===== config.mk =====
export PLATFORM = sky130hd
export DESIGN_NAME = kiwi_pixel_rpc_server
export DESIGN_NICKNAME = d
export VERILOG_FILES = /design/src/rtl/kiwi_pixel_rpc_server.sv
export SDC_FILE = /design/constraint.sdc
export NUM_CORES = 2
export LEC_CHECK = 0
export BUFFER_PORTS_ARGS = -buffer_cell sky130_fd_sc_hd__buf_2
export CAP_MARGIN = 0
export CORE_MARGIN = 5
export CORE_UTILIZATION = 29
export CTS_CLUSTER_DIAMETER = 40
export CTS_CLUSTER_SIZE = 12
export DETAILED_ROUTE_END_ITERATION = 8
export SYNTH_ARGS = -nofsm -noshare
export SYNTH_HDL_FRONTEND = slang
export SYNTH_SLANG_ARGS = --single-unit

===== constraint.sdc =====
create_clock -name clk -period 5 [get_ports clk]
set_input_delay 0.5 -clock clk [delete_from_list [all_inputs] [get_ports clk]]
set_output_delay 0.5 -clock clk [all_outputs]
set_load 0.05 [all_outputs]

===== src/rtl/kiwi_pixel_rpc_server.sv =====
// kiwi_pixel_rpc_server
// Multi-client RPC server in front of a WIDTH x HEIGHT pixel frame buffer.
// Clients talk over independent 4-phase req/ack channels. One call is served
// at a time, and clients are picked round-robin. Supported calls are GET_ID,
// READ, WRITE and FILL (a whole-frame fill).
module kiwi_pixel_rpc_server #(
    parameter int          NCLIENTS = 2,
    parameter int          DATA_W   = 8,
    parameter int          WIDTH    = 16,
    parameter int          HEIGHT   = 16,
    parameter logic [31:0] ID_VALUE = 32'h00000019
) (
    input  logic                       clk,
    input  logic                       reset,
    input  logic [NCLIENTS-1:0]        req,
    output logic [NCLIENTS-1:0]        ack,
    input  logic [2*NCLIENTS-1:0]      op,
    input  logic [32*NCLIENTS-1:0]     x,
    input  logic [32*NCLIENTS-1:0]     y,
    input  logic [DATA_W*NCLIENTS-1:0] wdata,
    output logic [32*NCLIENTS-1:0]     rdata,
    output logic [NCLIENTS-1:0]        err,
    output logic                       busy,
    output logic [31:0]                txn_count
);

    localparam int NPIX = WIDTH * HEIGHT;
    localparam int AW   = (NPIX > 1) ? $clog2(NPIX) : 1;
    localparam int IW   = (NCLIENTS > 1) ? $clog2(NCLIENTS) : 1;

    localparam logic [1:0] OP_GET_ID = 2'd0;
    localparam logic [1:0] OP_READ   = 2'd1;
    localparam logic [1:0] OP_WRITE  = 2'd2;
    localparam logic [1:0] OP_FILL   = 2'd3;

    typedef enum logic [2:0] {
        S_IDLE,
        S_EXEC,
        S_FILL,
        S_ACK_HI,
        S_ACK_LO
    } state_t;

    state_t                   r_state;
    state_t                   w_next_state;

    // r_gnt is both the client being served and the round-robin pointer.
    logic [IW-1:0]            r_gnt;
    logic [IW-1:0]            w_pick;
    logic                     w_found;
    logic [NCLIENTS-1:0]      w_pend;

    logic [1:0]               w_op_sel;
    logic [31:0]              w_x_sel;
    logic [31:0]              w_y_sel;
    logic [DATA_W-1:0]        w_wd_sel;
    logic                     w_req_g;

    logic [1:0]               r_op;
    logic [31:0]              r_x;
    logic [31:0]              r_y;
    logic [DATA_W-1:0]        r_wdata;

    logic [AW-1:0]            r_fill_addr;
    logic [AW-1:0]            w_addr;
    logic                     w_oob;
    logic [DATA_W-1:0]        w_rd_pix;

    logic                     w_mem_we;
    logic [AW-1:0]            w_mem_addr;
    logic [DATA_W-1:0]        w_mem_wdata;

    logic [NCLIENTS-1:0]      r_ack;
    logic [NCLIENTS-1:0]      r_err;
    logic [32*NCLIENTS-1:0]   r_rdata;
    logic [31:0]              r_txn_count;

    // Frame buffer contents are deliberately left out of reset.
    logic [DATA_W-1:0]        r_mem [NPIX];

    assign w_pend   = req & ~r_ack;
    assign w_addr   = AW'(r_y * 32'(WIDTH) + r_x);
    assign w_oob    = (r_x >= 32'(WIDTH)) || (r_y >= 32'(HEIGHT));
    assign w_rd_pix = r_mem[w_addr];

    // Round-robin pick. The first pass looks above the last grant and the
    // second pass wraps around to the lowest pending client.
    always_comb begin
        w_found = 1'b0;
        w_pick  = '0;
        for (int i = 0; i < NCLIENTS; i++) begin
            if (!w_found && w_pend[i] && (IW'(i) > r_gnt)) begin
                w_found = 1'b1;
                w_pick  = IW'(i);
            end
        end
        for (int i = 0; i < NCLIENTS; i++) begin
            if (!w_found && w_pend[i]) begin
                w_found = 1'b1;
                w_pick  = IW'(i);
            end
        end
    end

    // Argument mux for the client about to be granted, plus the req level of
    // the client currently being served.
    always_comb begin
        w_op_sel = '0;
        w_x_sel  = '0;
        w_y_sel  = '0;
        w_wd_sel = '0;
        w_req_g  = 1'b0;
        for (int i = 0; i < NCLIENTS; i++) begin
            if (w_pick == IW'(i)) begin
                w_op_sel = op[i*2 +: 2];
                w_x_sel  = x[i*32 +: 32];
                w_y_sel  = y[i*32 +: 32];
                w_wd_sel = wdata[i*DATA_W +: DATA_W];
            end
            if (r_gnt == IW'(i)) begin
                w_req_g = req[i];
            end
        end
    end

    // State register.
    always_ff @(posedge clk) begin
        if (reset) begin
            r_state <= S_IDLE;
        end else begin
            r_state <= w_next_state;
        end
    end

    // Next-state logic. ACK_HI leaves only once ack is up and the client has
    // released req.
    always_comb begin
        w_next_state = r_state;
        unique case (r_state)
            S_IDLE:   if (w_found) w_next_state = S_EXEC;
            S_EXEC:   w_next_state = (r_op == OP_FILL) ? S_FILL : S_ACK_HI;
            S_FILL:   if (r_fill_addr == AW'(NPIX - 1)) w_next_state = S_ACK_HI;
            S_ACK_HI: if ((r_ack != '0) && !w_req_g) w_next_state = S_ACK_LO;
            S_ACK_LO: w_next_state = S_IDLE;
            default:  w_next_state = S_IDLE;
        endcase
    end

    // Capture the granted client's arguments. They stay frozen for the whole call.
    always_ff @(posedge clk) begin
        if (r_state == S_IDLE && w_found) begin
            r_op    <= w_op_sel;
            r_x     <= w_x_sel;
            r_y     <= w_y_sel;
            r_wdata <= w_wd_sel;
        end
    end

    // Control and response registers: grant pointer, fill address, ack,
    // rdata/err and the call counter.
    always_ff @(posedge clk) begin
        if (reset) begin
            r_gnt       <= IW'(NCLIENTS - 1);
            r_fill_addr <= '0;
            r_ack       <= '0;
            r_err       <= '0;
            r_rdata     <= '0;
            r_txn_count <= '0;
        end else begin
            case (r_state)
                S_IDLE: begin
                    if (w_found) begin
                        r_gnt       <= w_pick;
                        r_fill_addr <= '0;
                    end
                end
                S_EXEC: begin
                    for (int i = 0; i < NCLIENTS; i++) begin
                        if (r_gnt == IW'(i)) begin
                            case (r_op)
                                OP_GET_ID: begin
                                    r_rdata[i*32 +: 32] <= ID_VALUE;
                                    r_err[i]            <= 1'b0;
                                end
                                OP_READ: begin
                                    r_rdata[i*32 +: 32] <= w_oob ? 32'd0 : 32'(w_rd_pix);
                                    r_err[i]            <= w_oob;
                                end
                                OP_WRITE: begin
                                    if (w_oob) begin
                                        r_rdata[i*32 +: 32] <= 32'd0;
                                    end
                                    r_err[i] <= w_oob;
                                end
                                default: begin
                                    r_err[i] <= 1'b0;
                                end
                            endcase
                        end
                    end
                end
                S_FILL: begin
                    r_fill_addr <= r_fill_addr + AW'(1);
                end
                S_ACK_HI: begin
                    if (r_ack == '0) begin
                        for (int i = 0; i < NCLIENTS; i++) begin
                            if (r_gnt == IW'(i)) begin
                                r_ack[i] <= 1'b1;
                            end
                        end
                        r_txn_count <= r_txn_count + 32'd1;
                    end else if (!w_req_g) begin
                        r_ack <= '0;
                    end
                end
                default: begin
                end
            endcase
        end
    end

    // Frame buffer write port. It is shared by in-range WRITE calls and the
    // FILL sweep.
    always_comb begin
        w_mem_we    = 1'b0;
        w_mem_addr  = w_addr;
        w_mem_wdata = r_wdata;
        if (r_state == S_EXEC && r_op == OP_WRITE && !w_oob) begin
            w_mem_we = 1'b1;
        end else if (r_state == S_FILL) begin
            w_mem_we   = 1'b1;
            w_mem_addr = r_fill_addr;
        end
        if (reset) begin
            w_mem_we = 1'b0;
        end
    end

    // Frame buffer storage.
    always_ff @(posedge clk) begin
        if (w_mem_we) begin
            r_mem[w_mem_addr] <= w_mem_wdata;
        end
    end

    assign ack       = r_ack;
    assign err       = r_err;
    assign rdata     = r_rdata;
    assign busy      = (r_state != S_IDLE);
    assign txn_count = r_txn_count;

endmodule


==> results.py <==
metrics = {
    "yosys": {
        "netlist_area_um2": 86560,
        "synth_ff_type": "edfxtp_1",
        "synth_cell_types": 81,
        "avgSynthCellArea_um2": 19.34,
        "async_flop_share_pct": 0,
        "synth_top_area_share_pct": 73.61,
        "yosysMostFrequentCell": "edfxtp_1",
        "synth-edff-count": 2122,
        "yosysWarnings": 0,
        "syn_inst": 4477,
        "seq_area_frac_synth_pct": 75.09,
        "ys_ff_latch": 2186,
        "synthTopCellsByCount": "2,122 x edfxtp_1, 413 x mux4_2, 352 x nor2_1",
        "ys_top_cells_by_area": "edfxtp_1 74%, mux4_2 11%, mux2i_1 2.5%, nor2_1 1.5%, dfxtp_1 1.5%",
        "synth_top_area_cell": "edfxtp_1",
    },
    "critical_path": {
        "worstSetupPathType": "reg -> reg",
        "crit_required_ns": 5.82,
        "critPathCaptureType": "flop",
        "worst-path-max-fanout": 15,
        "crit_path_start": "r_x[4]$_DFFE_PP_",
        "arrival_ns": 5.29,
        "worstSetupStartpointType": "flop",
        "reg2reg_from": "r_x[4]$_DFFE_PP_",
    },
    "timing": {
        "worst_slew_pin_slew_ns": 1.451,
        "min_period_ns": 4.475,
        "hold-worst-slack_ns": 0.09429,
        "finalSetupTns_ns": 0,
        "rsz0062_at_grt": "false",
        "drv_slew": 0,
        "period_share_pct": 89.50,
        "slew_headroom_pct": 2.906,
        "setup_violations": 0,
        "setup_ws_ns": 0.5252,
        "max_freq_ghz": 0.2235,
        "finalClockSkew_ns": 0.07456,
        "finalHoldViolations": 0,
    },
    "global_route": {
        "grt_pass1_vias": 48290,
        "antenna_found_initial": 7,
        "grt_max_degree": 179,
        "track_usage_pct": 15.49,
        "grt-ovfl-total": 0,
        "grt_pass1_wl_um": 351700,
    },
    "flow_run": {
        "cap_violations": 0,
    },
    "pwr": {
        "power_uw": 60130,
        "ir_worst_vdd_mv": 0.4684,
        "p_leak_uw": 0.03478,
        "power_density_nw_per_um2": 566.6,
    },
    "clock_tree": {
        "cts_tree": "built",
        "path_clk_slew_ns": 0.05,
        "h-tree-depth": 5,
        "cts_buffer_depth": 4,
        "cts_buffers": 316,
        "cts_root_buf": "clkbuf_16",
        "cts.sinks": 2186,
        "clock_latency_ns": 0.92,
        "cts_setup_buffers": 0,
    },
    "routing": {
        "drt_iter0_drc": 5941,
        "drc": 0,
        "dr.pass1.iters": 6,
        "avgViaCountPerCell": 5.123,
        "drt-total-wl_um": 247700,
        "num_vias": 48400,
        "antenna_left": 0,
        "wl_per_cell_um": 26.22,
    },
    "min_path": {
        "hold_path.class": "in -> reg",
        "hold_start": "x[35]",
    },
    "cells_and_area": {
        "multi_input_area_um2": 19840,
        "area_growth_pct": 22.58,
        "design_area_um2": 106100,
        "final_nets": 5442,
        "regArea_um2": 65000,
        "layout-drive-gt1-share_pct": 29.65,
        "nFillCells": 27210,
    },
    "die": {
        "die_x_um": 556.4,
        "coreArea_um2": 297000,
        "io_pins": 253,
        "start_util_pct": 29.14,
        "die_y_um": 556.4,
        "die-area_um2": 309500,
        "fp-row-count": 200,
    },
    "placement": {
        "post-place-ws_ns": 0.6984,
        "gp_congestion": 0.8557,
        "io_buffers": 204,
        "hpwl_um": 152300,
        "place_area_um2": 94300,
    },
    "status": {
        "status": "finished, final reports clean",
    },
}
[timing repair]
item | 4_1_cts | 5_1_grt
hold endpoints to repair | 71 | 0
gates resized for setup | 0 | 0
hold buffers | 142 | 0
endpoints found under the setup margin | 0 | 0
[report_power, final]
group          leakage, uW  internal (uW)  total (uW)  switching (uW)
Combinational       0.0101           4890       15900           11100
Sequential          0.0196          22100       22300             218
Clock              0.00504          13700       21900            8170
Total               0.0348          40700       60100           19400
[critical path, cell delays in order (launching register included)]
cell	delay (ns)
edfxtp_1	0.44
ha_4	0.20
fa_1	0.66
buf_4	0.36
nor2_1	1.14
o21ai_0	0.85
nand3_1	0.29
mux2i_1	0.24
o21ai_1	0.21
[layout by cell type, fill, tap and decap left out, drive strengths merged, types with 12 or more instances in the layout]
cell / Yosys / final
edfxtp: 2122 / 2122
buf: 181 / 605
mux4: 418 / 418
nor2: 353 / 353
clkbuf: 127 / 350
mux2i: 219 / 219
nand2: 152 / 152
dlygate4sd3: 0 / 142
a22oi: 110 / 110
o21ai: 107 / 107
clkinv: 1 / 85
mux2: 83 / 83
a21oi: 78 / 78
inv: 18 / 69
a221oi: 67 / 67
dfxtp: 64 / 64
nand3: 60 / 60
conb: 1 / 48
bufinv: 0 / 35
nor3: 25 / 25
clkinvlp: 0 / 24
nand4: 22 / 22
a31oi: 20 / 20
nor4: 20 / 20
a22o: 19 / 19
or3: 15 / 15
a221o: 15 / 15
xnor2: 14 / 14
xor2: 13 / 13
o22ai: 12 / 12
[through the flow]
step,instances,utilization [%]
2_1_floorplan,4524,-
3_3_place_gp,8760,31.75
3_5_place_dp,8760,31.75
4_1_cts,9446,35.72
6_report,9448,35.72
5_1_grt,9446,35.72
[cell type report]
type,count,area share [%]
diodes,2,0.004717
clock buffers,350,7.712
clock inverters,194,2.075
inverters,19,0.07075
multi-input cells,2011,18.69
flip-flops and latches,2186,61.26
well taps,3939,4.645
repair buffers,747,5.540
[path summary, 6_finish.rpt]
check,endpoint,slack (ns),cells past startpoint
setup reg to reg,rdata[34]$_SDFFE_PP0P_,0.53,8
hold reg to reg,rdata[7]$_SDFFE_PP0P_,0.45,2
setup / recovery,rdata[34]$_SDFFE_PP0P_,0.53,8
hold / removal,r_x[3]$_DFFE_PP_,0.09,2
[flip-flops by register name (all words and copies together), names as in the netlist, 3 cells and up]
signal and count:
r_fill_addr 8, r_mem 2048, r_state 3, r_wdata 8
r_x 32, r_y 32, rdata 16, txn_count 32
[per-layer routing]
layer	part of all wire [%]	global-route usage [%]	up-vias	routed length, um
met5	0.0032	0	-	8
met4	3.8	5.565	2	9356
met3	9.4	3.372	548	23330
met2	47	24.69	2672	117000
met1	40	20.89	25260	98000
li1	-	-	19920	-
[cells by family after synthesis]
kind of cell	after synthesis	synth area share, %
AO/OA/AOI/OAI	503	4.072
XOR/XNOR	27	0.2732
adder cells (fa/ha/maj)	9	0.1388
buffers and inverters	327	2.316
flip-flops	2186	75.09
multiplexers	720	14.51
other	1	0.004332
AND/OR/NAND/NOR	704	3.596
No activity file was read; power rests on OpenSTA's default activity.
